**src/rtl/inject_pkg.sv**
```systemverilog
// Shared definitions for the injection scheduler.
// - state_t : scheduler FSM states.
// - idx_w   : bits needed to index n items (minimum 1).
// - cnt_w   : bits needed to hold the value n itself.
package inject_pkg;

  typedef enum logic [2:0] {
    IDLE,
    LOAD,
    RUN,
    DRAIN,
    DONE
  } state_t;

  function automatic int unsigned idx_w(input int unsigned n);
    return (n > 1) ? $clog2(n) : 1;
  endfunction

  function automatic int unsigned cnt_w(input int unsigned n);
    return (n > 0) ? $clog2(n + 1) : 1;
  endfunction

endpackage

```
**src/rtl/rr_arbiter.sv**
```systemverilog
// Combinational round-robin arbiter.
// The search starts one past i_ptr and wraps, so the most recent winner has
// the lowest priority.
//   i_req       : request vector
//   i_ptr       : index of the previous winner
//   o_grant     : one-hot grant
//   o_grant_idx : index of the granted request
//   o_any_grant : at least one request was granted
module rr_arbiter
  import inject_pkg::*;
#(
  parameter int unsigned NUM_SRC = 4
) (
  input  logic [NUM_SRC-1:0]          i_req,
  input  logic [idx_w(NUM_SRC)-1:0]   i_ptr,
  output logic [NUM_SRC-1:0]          o_grant,
  output logic [idx_w(NUM_SRC)-1:0]   o_grant_idx,
  output logic                        o_any_grant
);

  localparam int unsigned PW = idx_w(NUM_SRC);

  logic [PW-1:0] w_idx;

  always_comb begin
    o_grant     = '0;
    o_grant_idx = '0;
    o_any_grant = 1'b0;
    w_idx       = '0;
    for (int unsigned k = 1; k <= NUM_SRC; k++) begin
      w_idx = PW'((32'(i_ptr) + k) % NUM_SRC);
      if (!o_any_grant && i_req[w_idx]) begin
        o_grant[w_idx] = 1'b1;
        o_grant_idx    = w_idx;
        o_any_grant    = 1'b1;
      end
    end
  end

endmodule

```
**src/rtl/inject_scheduler.sv**
```systemverilog
// Injection sequencer for the flattened-butterfly harness.
// The scheduler rewinds the input buffers and then paces each masked source
// with a programmable gap. It arbitrates one issue per cycle round-robin.
// After the last issue it waits DRAIN_CYCLES cycles and then raises done.
//   clk, rst     : clock, asynchronous active-low reset
//   start, stop  : run control pulses (stop has priority)
//   src_mask     : participating sources, latched at start
//   inj_gap      : idle cycles between issues of one source, latched at start
//   router_ready : per-port accept
//   buf_rst      : rewind pulse to the buffers (during LOAD)
//   buf_en_n     : active-low per-buffer advance
//   buf_valid    : per-buffer valid, checked against the expected copy
//   busy, done   : status outputs
//   total_issued : issue count for this run (saturating)
//   err          : sticky valid-mismatch flag
module inject_scheduler
  import inject_pkg::*;
#(
  parameter int unsigned NUM_SRC      = 4,
  parameter int unsigned TEST_CASES   = 5,
  parameter int unsigned GAP_W        = 8,
  parameter int unsigned DRAIN_CYCLES = 32,
  parameter int unsigned CNT_W        = 16
) (
  input  logic               clk,
  input  logic               rst,
  input  logic               start,
  input  logic               stop,
  input  logic [NUM_SRC-1:0] src_mask,
  input  logic [GAP_W-1:0]   inj_gap,
  input  logic [NUM_SRC-1:0] router_ready,
  output logic               buf_rst,
  output logic [NUM_SRC-1:0] buf_en_n,
  input  logic [NUM_SRC-1:0] buf_valid,
  output logic               busy,
  output logic               done,
  output logic [CNT_W-1:0]   total_issued,
  output logic               err
);

  localparam int unsigned PW = idx_w(NUM_SRC);
  localparam int unsigned IW = cnt_w(TEST_CASES);
  localparam int unsigned DW = idx_w(DRAIN_CYCLES);

  state_t             r_state, w_state_nxt;
  logic [NUM_SRC-1:0] r_mask, r_buf_en_n, r_exp_valid;
  logic [GAP_W-1:0]   r_gap_lat;
  logic [GAP_W-1:0]   r_gap_cnt [NUM_SRC];
  logic [IW-1:0]      r_issued  [NUM_SRC];
  logic [PW-1:0]      r_ptr;
  logic [DW-1:0]      r_drain_cnt;
  logic [CNT_W-1:0]   r_total;
  logic               r_buf_rst, r_busy, r_done, r_err;

  logic [NUM_SRC-1:0] w_req, w_grant;
  logic [PW-1:0]      w_grant_idx;
  logic               w_any_grant, w_all_done, w_drain_last;

  // Requests are blocked while stop is asserted. This keeps an abort from
  // leaving a stray advance pulse behind in IDLE.
  always_comb begin
    w_req      = '0;
    w_all_done = 1'b1;
    for (int unsigned i = 0; i < NUM_SRC; i++) begin
      if (r_mask[i] && (r_issued[i] != IW'(TEST_CASES))) w_all_done = 1'b0;
      w_req[i] = (r_state == RUN) && !stop && r_mask[i] &&
                 (r_gap_cnt[i] == '0) && (r_issued[i] < IW'(TEST_CASES)) &&
                 router_ready[i];
    end
  end

  assign w_drain_last = (r_drain_cnt == DW'(DRAIN_CYCLES - 1));

  rr_arbiter #(.NUM_SRC(NUM_SRC)) u_arb (
    .i_req       (w_req),
    .i_ptr       (r_ptr),
    .o_grant     (w_grant),
    .o_grant_idx (w_grant_idx),
    .o_any_grant (w_any_grant)
  );

  always_comb begin
    w_state_nxt = r_state;
    if (stop) begin
      w_state_nxt = IDLE;
    end else begin
      case (r_state)
        IDLE, DONE: if (start) w_state_nxt = LOAD;
        LOAD:       w_state_nxt = RUN;
        RUN:        if (w_all_done) w_state_nxt = DRAIN;
        DRAIN:      if (w_drain_last) w_state_nxt = DONE;
        default:    w_state_nxt = IDLE;
      endcase
    end
  end

  always_ff @(posedge clk or negedge rst) begin
    if (!rst) r_state <= IDLE;
    else      r_state <= w_state_nxt;
  end

  // Status outputs are registered from the next state so that they line up
  // with the state they describe.
  always_ff @(posedge clk or negedge rst) begin
    if (!rst) begin
      r_buf_rst   <= 1'b0;
      r_busy      <= 1'b0;
      r_done      <= 1'b0;
      r_buf_en_n  <= '1;
      r_exp_valid <= '0;
      r_mask      <= '0;
      r_gap_lat   <= '0;
      r_ptr       <= PW'(NUM_SRC - 1);
      r_drain_cnt <= '0;
      r_total     <= '0;
      r_err       <= 1'b0;
      for (int unsigned i = 0; i < NUM_SRC; i++) begin
        r_gap_cnt[i] <= '0;
        r_issued[i]  <= '0;
      end
    end else begin
      r_buf_rst   <= (w_state_nxt == LOAD);
      r_busy      <= (w_state_nxt == LOAD) || (w_state_nxt == RUN) ||
                     (w_state_nxt == DRAIN);
      r_done      <= (w_state_nxt == DONE);
      r_buf_en_n  <= ~w_grant;
      r_exp_valid <= ~r_buf_en_n;
      r_drain_cnt <= (r_state == DRAIN) ? r_drain_cnt + 1'b1 : '0;

      if (w_state_nxt == LOAD) begin
        r_mask    <= src_mask;
        r_gap_lat <= inj_gap;
        r_ptr     <= PW'(NUM_SRC - 1);
        r_total   <= '0;
        r_err     <= 1'b0;
        for (int unsigned i = 0; i < NUM_SRC; i++) begin
          r_gap_cnt[i] <= '0;
          r_issued[i]  <= '0;
        end
      end else begin
        for (int unsigned i = 0; i < NUM_SRC; i++) begin
          if (w_grant[i]) begin
            r_gap_cnt[i] <= r_gap_lat;
            r_issued[i]  <= r_issued[i] + 1'b1;
          end else if (r_gap_cnt[i] != '0) begin
            r_gap_cnt[i] <= r_gap_cnt[i] - 1'b1;
          end
        end
        if (w_any_grant) r_ptr <= w_grant_idx;
        if (w_any_grant && (r_total != '1)) r_total <= r_total + 1'b1;
        if (((r_state == RUN) || (r_state == DRAIN)) && (buf_valid != r_exp_valid))
          r_err <= 1'b1;
      end
    end
  end

  assign buf_rst      = r_buf_rst;
  assign buf_en_n     = r_buf_en_n;
  assign busy         = r_busy;
  assign done         = r_done;
  assign total_issued = r_total;
  assign err          = r_err;

endmodule

```
**config.mk**
```make
export PLATFORM = sky130hd
export DESIGN_NAME = inject_scheduler
export DESIGN_NICKNAME = d
export VERILOG_FILES = /design/src/rtl/inject_pkg.sv /design/src/rtl/rr_arbiter.sv /design/src/rtl/inject_scheduler.sv
export SDC_FILE = /design/constraint.sdc
export NUM_CORES = 1
export LEC_CHECK = 0
export ABC_AREA = 1
export CAP_MARGIN = 40
export CELL_PAD_IN_SITES_DETAIL_PLACEMENT = 2
export CELL_PAD_IN_SITES_GLOBAL_PLACEMENT = 2
export CORE_MARGIN = 5
export CORE_UTILIZATION = 31
export DETAILED_ROUTE_END_ITERATION = 7
export GPL_TIMING_DRIVEN = 1
export PLACE_DENSITY = 0.86
export SYNTH_ARGS = -nofsm -noshare
export SYNTH_HDL_FRONTEND = slang
export SYNTH_SLANG_ARGS = --single-unit
```
**constraint.sdc**
```tcl
create_clock -name clk -period 2.8 [get_ports clk]
set_clock_uncertainty 0.1 [all_clocks]
set_input_delay 0.56 -clock clk [delete_from_list [all_inputs] [get_ports clk]]
set_output_delay 0.56 -clock clk [all_outputs]
set_load 0.05 [all_outputs]
```
# After elaboration in Yosys (flattened, before gate mapping)
# Index checks and enable logic that the tools add are counted.
[totals]
ff_bits = 94
latch_bits = 0
ram_bits = 0
romBits = 0
input_bits = 24
out_inout_bits = 24
elab_cells = 182
memories = 0
[classes]
addsub = 14
mul = 0
n_div = 0
n_lt_le_gt_ge = 12
n_eq_ne = 15
shifts = 0
muxes = 58
n_bitwise = 5
n_reduce_logical = 58
[op_table]
columns = ["op", "count"]
rows = [
  ["$mux 8", 8],
  ["$logic_not 8->1", 4],
  ["$mux 16", 2],
  ["$mux 32", 1],
  ["$reduce_bool 8->1", 4],
  ["$sub 8x1->8 const B", 4],
  ["$logic_and 1x1->1", 30],
  ["$mux 3", 8],
  ["$mux 1", 18],
  ["$add 16x1->16 const B", 1],
  ["$mux 4", 4],
  ["$ne 16x16->1 const B", 1],
  ["$reduce_bool 2->1", 7],
  ["$add 3x1->3 const B", 4],
  ["$eq 3x2->1 const B", 4],
  ["$lt 2x3->1 const B", 4],
  ["$lt 3x3->1 const B", 4],
  ["$mux 12", 1],
  ["$mux 2", 6],
  ["$ne 3x3->1 const B", 4],
  ["$or 4x4->4", 3],
  ["$pmux 3 s4", 1],
  ["$reduce_bool 3->1", 4],
  ["$bmux 1 s2", 4],
  ["15 further kinds", 31],
]

# Longest topological paths before layout
[depth]
word_depth = 21
depth_mapped = 18
mapped_depth_nobuf = 18

# Hierarchy
# Synthesis repeated with hierarchy kept, for this count alone.
[unflattened]
hier_cells = 807
hier_area_um2 = 5950.7
[modules_own_cells]
columns = ["mod", "instances", "cells_per_inst", "area_per_inst_um2", "seq_area_each_um2"]
rows = [
  ["inject_scheduler", 1, 726, 5415.2, 2359.8],
  ["rr_arbiter", 1, 81, 535.5, 0.0],
]

# Worst setup path after synthesis
# Ideal clock, no wire load.
[synth_path]
kind = "reg-to-reg"
start = "register r_ptr[0]"
end = "register r_gap_cnt[0] (netlist name)"
setup_ns = 0.117
arrival_ns = 2.350
t_required_ns = 2.583
setup_slack_ns = 0.234
path_stages_with_launch = 16
path_buffers = 2
period_less_slack_ns = 2.566
cell_sequence = "dfstp_2 inv_1 buf_2 ha_1 inv_1 nand3_1 nand2_1 nor2_2 nand2_1 nor2_2 nand2_1 nand3_2 buf_4 nand2_1 nand2_1 nand2_1"
[synth_between]
elab_chain_len = 15
[synth_rtl]
columns = ["item", "line", "rtl"]
rows = [
  ["start: declaration", "inject_scheduler.sv:50", "logic [PW-1:0] r_ptr;"],
  ["start signal: assignment", "inject_scheduler.sv:113", "r_ptr <= PW'(NUM_SRC - 1);"],
  ["start signal: assignment", "inject_scheduler.sv:133", "r_ptr <= PW'(NUM_SRC - 1);"],
  ["start signal: assignment", "inject_scheduler.sv:149", "if (w_any_grant) r_ptr <= w_grant_idx;"],
  ["branches (longest 12 deep; another with $lt 2x3->1)", "--", ""],
  ["$mux 4 (*)", "rr_arbiter.sv:32", "if (!o_any_grant && i_req[w_idx]) begin"],
  ["$mux 8", "inject_scheduler.sv:142", "if (w_grant[i]) begin"],
  ["$mux 32", "inject_scheduler.sv:130", "if (w_state_nxt == LOAD) begin"],
  ["end signal: indexed assignment", "inject_scheduler.sv:143", "r_gap_cnt[i] <= r_gap_lat;"],
  ["end signal: indexed assignment", "inject_scheduler.sv:146", "r_gap_cnt[i] <= r_gap_cnt[i] - 1'b1;"],
  ["end: declaration", "inject_scheduler.sv:48", "logic [GAP_W-1:0] r_gap_cnt [NUM_SRC];"],
]
# Mark *: on every way between the ends. The select of a mux whose other input is x is not followed.
# A chain may end at the register's enable or synchronous reset.

# Worst setup path after layout
[layout_path]
start = "register r_gap_cnt[16] (netlist name)"
end = "register r_total[6], in the netlist total_issued[6]"
[layout_between]
elab_chain_len = 18
[layout_rtl]
columns = ["item", "line", "rtl"]
rows = [
  ["$logic_not 8->1 (*)", "inject_scheduler.sv:67", "(r_gap_cnt[i] == '0) && (r_issued[i] < IW'(TEST_CASES)) &&"],
  ["$logic_and 1x1->1 (*)", "inject_scheduler.sv:66", "w_req[i] = (r_state == RUN) && !stop && r_mask[i] &&"],
  ["$logic_and 1x1->1 (*) (2 in series)", "inject_scheduler.sv:67", ""],
  ["$bmux 1 s2", "rr_arbiter.sv:32", ""],
  ["$mux 1 (implied by the code)", "rr_arbiter.sv:32", ""],
  ["$mux 1", "rr_arbiter.sv:32", ""],
  ["$logic_not 1->1", "rr_arbiter.sv:32", ""],
  ["$logic_and 1x1->1", "rr_arbiter.sv:32", ""],
  ["$mux 1", "rr_arbiter.sv:32", ""],
  ["$logic_not 1->1", "rr_arbiter.sv:32", ""],
  ["$logic_and 1x1->1", "rr_arbiter.sv:32", ""],
  ["$mux 1", "rr_arbiter.sv:32", ""],
  ["$logic_not 1->1", "rr_arbiter.sv:32", ""],
  ["$logic_and 1x1->1", "rr_arbiter.sv:32", ""],
  ["$mux 1 (*)", "rr_arbiter.sv:32", ""],
  ["$logic_and 1x1->1 (*)", "inject_scheduler.sv:150", "if (w_any_grant && (r_total != '1)) r_total <= r_total + 1'b1;"],
  ["$reduce_bool 2->1 (no line) (*)", "--", ""],
  ["end signal: assignment", "inject_scheduler.sv:150", ""],
  ["end: declaration", "inject_scheduler.sv:52", "logic [CNT_W-1:0] r_total;"],
]
# Mark *: on every way between the ends. The rest lies on a longest branch, timed or not. The select of a mux whose other input is x is not followed.

==> metrics <==
Synth-to-Final Area Change 26.5%; Final setup viols 0; Tightest Hold Check Type in2async; Die X about 150 um; drt pass-1 iters 4; Std-Cell Rows 49; CTS Root Cell clkbuf_16; count of state elements after synthesis 94; arrival time at the worst endpoint 2.85 ns; H-tree levels 3; post-DP HPWL roughly 16000 um; clk_lat worst skew 0.36 ns; placed cell area 6810 um^2; die area 21200 um^2; gpl congestion 0.828; final count of hold timing violations 0; Final Cycle Share 0.950; Net Sw Frac 0.480; P_sw 4170 uW; Combinational Power Share 0.572; RSZ-0062 raised after global routing yes; Reg power frac 0.269; clock buffer depth 2; status finished, final reports clean; die height between 100 and 150 um; initial core utilization 0.316; synth unique cells 42; Max-cap violations 0; Peak VDD IR 0.509 mV; final hold slack 0.0616 ns; first-pass GRT wire length 33800 um; Post-synth top cells 216 x nand2_1, 88 x dfrtp_1, 80 x inv_1; crit path max fanout 6; Post-Syn Area 5690 um^2; Finished Cell Area 7200 um^2; top-area cell type share of the netlist area 0.387; IO buf count 47; clock slew at reported path FFs 0.07 ns; PD cells 1200 nW/um^2; final net count 888; required time worst endpoint 2.99 ns; DR WL/cell 19.6 um; top cells by area, synth dfrtp_1 39%, nand2_1 14%, ha_1 5.7%; WS Path Type reg2reg; Synth Area per Inst 7.74 um^2; core area roughly 18000 um^2; Seq/Total Area, Yosys 0.414; Worst-Margin Slew 0.523 ns; DR vias around 5500; largest area contributor in the netlist dfrtp_1; Leakage ~0.0035 uW; initial antenna violation count 1; number of synthesized flops with an enable pin 0; Final Max Slew Viols 0; GRT overflow 0; CTS sink count 94; Net Count, Synth 786; vias in the first global route 6145; achievable frequency 376 MHz; FFs w/ async S/R, synth 1.00; total wire length ~21000 um; final core occ 0.400; Most used DFF post-synth dfrtp_1; # diodes 0; Yosys warning count 0; Clock Power Share 0.159; CP endpoint kind flop; top-count cell post-synth nand2_1; CTS tree done; Final min period 2.66 ns; Pwr Total 8680 uW; Max-slew headroom 0.650; Vias/cell 5.11; DRT iter0 DRCs approximately 170; Syn Inst Count 736; remaining routing DRC violations 0; CTS Buf Count 9; largest net degree at the start of global routing 33; Int Power 4510 uW; hold_buf cts 0; crit start category flop; share of cells above drive strength 1 0.148; IO Count 48; gr usage total 0.199; Routed Antenna Nets 0
-- cells in the final DEF, fill, tap and decap left out, drive strengths merged --
master and n:
nand3 65, xor2 18, clkbuf 10, nand3b 6
nor2 75, o21ai 33, clkdlybuf4s50 45, o21bai 1
or3 1, xnor2 18, ha 26, nand2 224
and2 1, o211ai 15, a41oi 1, bufinv 2
dfrtp 88, and3 1, o31ai 4, nor3 15
or2 1, a31oi 1, buf 58, inv 82
dfstp 6, clkinvlp 2, a21oi 16, nor3b 3
dlymetal6s2s 1, a31o 1, nand4 17, o22ai 1
clkinv 3, nor4 2
-- power groups by stage --
stage / clock network, uW / logic [uW] / registers, uW
2_1_floorplan: 0 / 2890 / 2490
3_3_place_gp: 0 / 4540 / 2300
3_5_place_dp: 0 / 4840 / 2340
4_1_cts: 1410 / 4950 / 2330
5_1_grt: 1460 / 5480 / 2390
6_report: 1380 / 4960 / 2340
-- final cells by class --
cell class	instances	area (um^2)
Inverter	83	312
Sequential cell	94	2360
Multi-Input combinational cell	546	3000
Timing Repair Buffer	104	923
Clock inverter	6	85.1
Tap cell	229	287
Clock buffer	10	239
Fill cell	2037	10800
-- logic make-up (layout without fill, tap and decap cells) --
kind of cell	after synthesis	count (layout)	share of synthesized area
buffers and inverters	97	203	0.0694
adders and majority gates	26	26	0.0571
xor gates and xnor gates	36	36	0.0554
DFF	94	94	0.414
AOI/OAI and AO/OA	73	73	0.0774
and+or+nand+nor	410	411	0.326
-- metal layers --
metal  vias to the layer above  wire length, um  GRT usage
li1                       2584                -          -
met3                        25              433     0.0246
met5                         -                0          0
met2                        74            10900      0.361
met4                         0              444     0.0662
met1                      2798             9240      0.245
-- metrics by stage --
stage	setup TNS (ns)	cells	worst slack, ns
global placement	-4.51	1054	-0.163
global route	-0.111	1072	-0.0354
floorplan	0	736	0.234
detailed placement	-9.26	1054	-0.264
CTS	0	1070	0.0568
finish	0	1072	0.141
-- repair_timing --
action | CTS | global route
gates cloned | 0 | 1
setup buffers | 0 | 1
pin swaps | 0 | 1
gates resized for setup | 2 | 13
endpoints found under the setup margin | 9 | 52
-- worst max-delay path, stage by stage, from the launching register on --
cell and delay, ns:
dfrtp_1 0.40, inv_1 0.14, ha_1 0.18, nand2_1 0.10, nor2_4 0.22, nand3_1 0.14
nand2_1 0.10, nand2_1 0.07, nand2_1 0.06, nand2_1 0.12, nand2_4 0.12, nor2_4 0.06
nand2_1 0.11, nand2_2 0.11, buf_4 0.17, o21ai_0 0.21, nand2_1 0.10, nor2_1 0.09
-- worst paths after layout --
path                       cells after the start                       from                     endpoint  slack [ns]
setup / recovery                              17  r_gap_cnt[16]$_DFFE_PN0P_  total_issued[6]$_DFFE_PN0P_        0.14
hold / removal                                 1                        rst        r_mask[1]$_DFFE_PN0N_        0.06
setup reg to reg                              17  r_gap_cnt[16]$_DFFE_PN0P_  total_issued[6]$_DFFE_PN0P_        0.14
hold reg to reg                                1      buf_en_n[0]$_DFF_PN1_     r_exp_valid[0]$_DFF_PN0_        0.38
max in group asynchronous                      2                        rst         r_ptr[0]$_DFFE_PN1P_        1.85
min in group clk                               1      buf_en_n[0]$_DFF_PN1_     r_exp_valid[0]$_DFF_PN0_        0.38
-- state kept, by name (all words and copies together) (netlist names), 2 cells and up --
signal and flops:
total_issued 16, buf_en_n 4, r_issued 12, r_state 3, r_ptr 2, r_drain_cnt 5, r_gap_lat 8, r_mask 4
r_gap_cnt 32, r_exp_valid 4
Note: power is estimated with default switching activity, not from simulation.
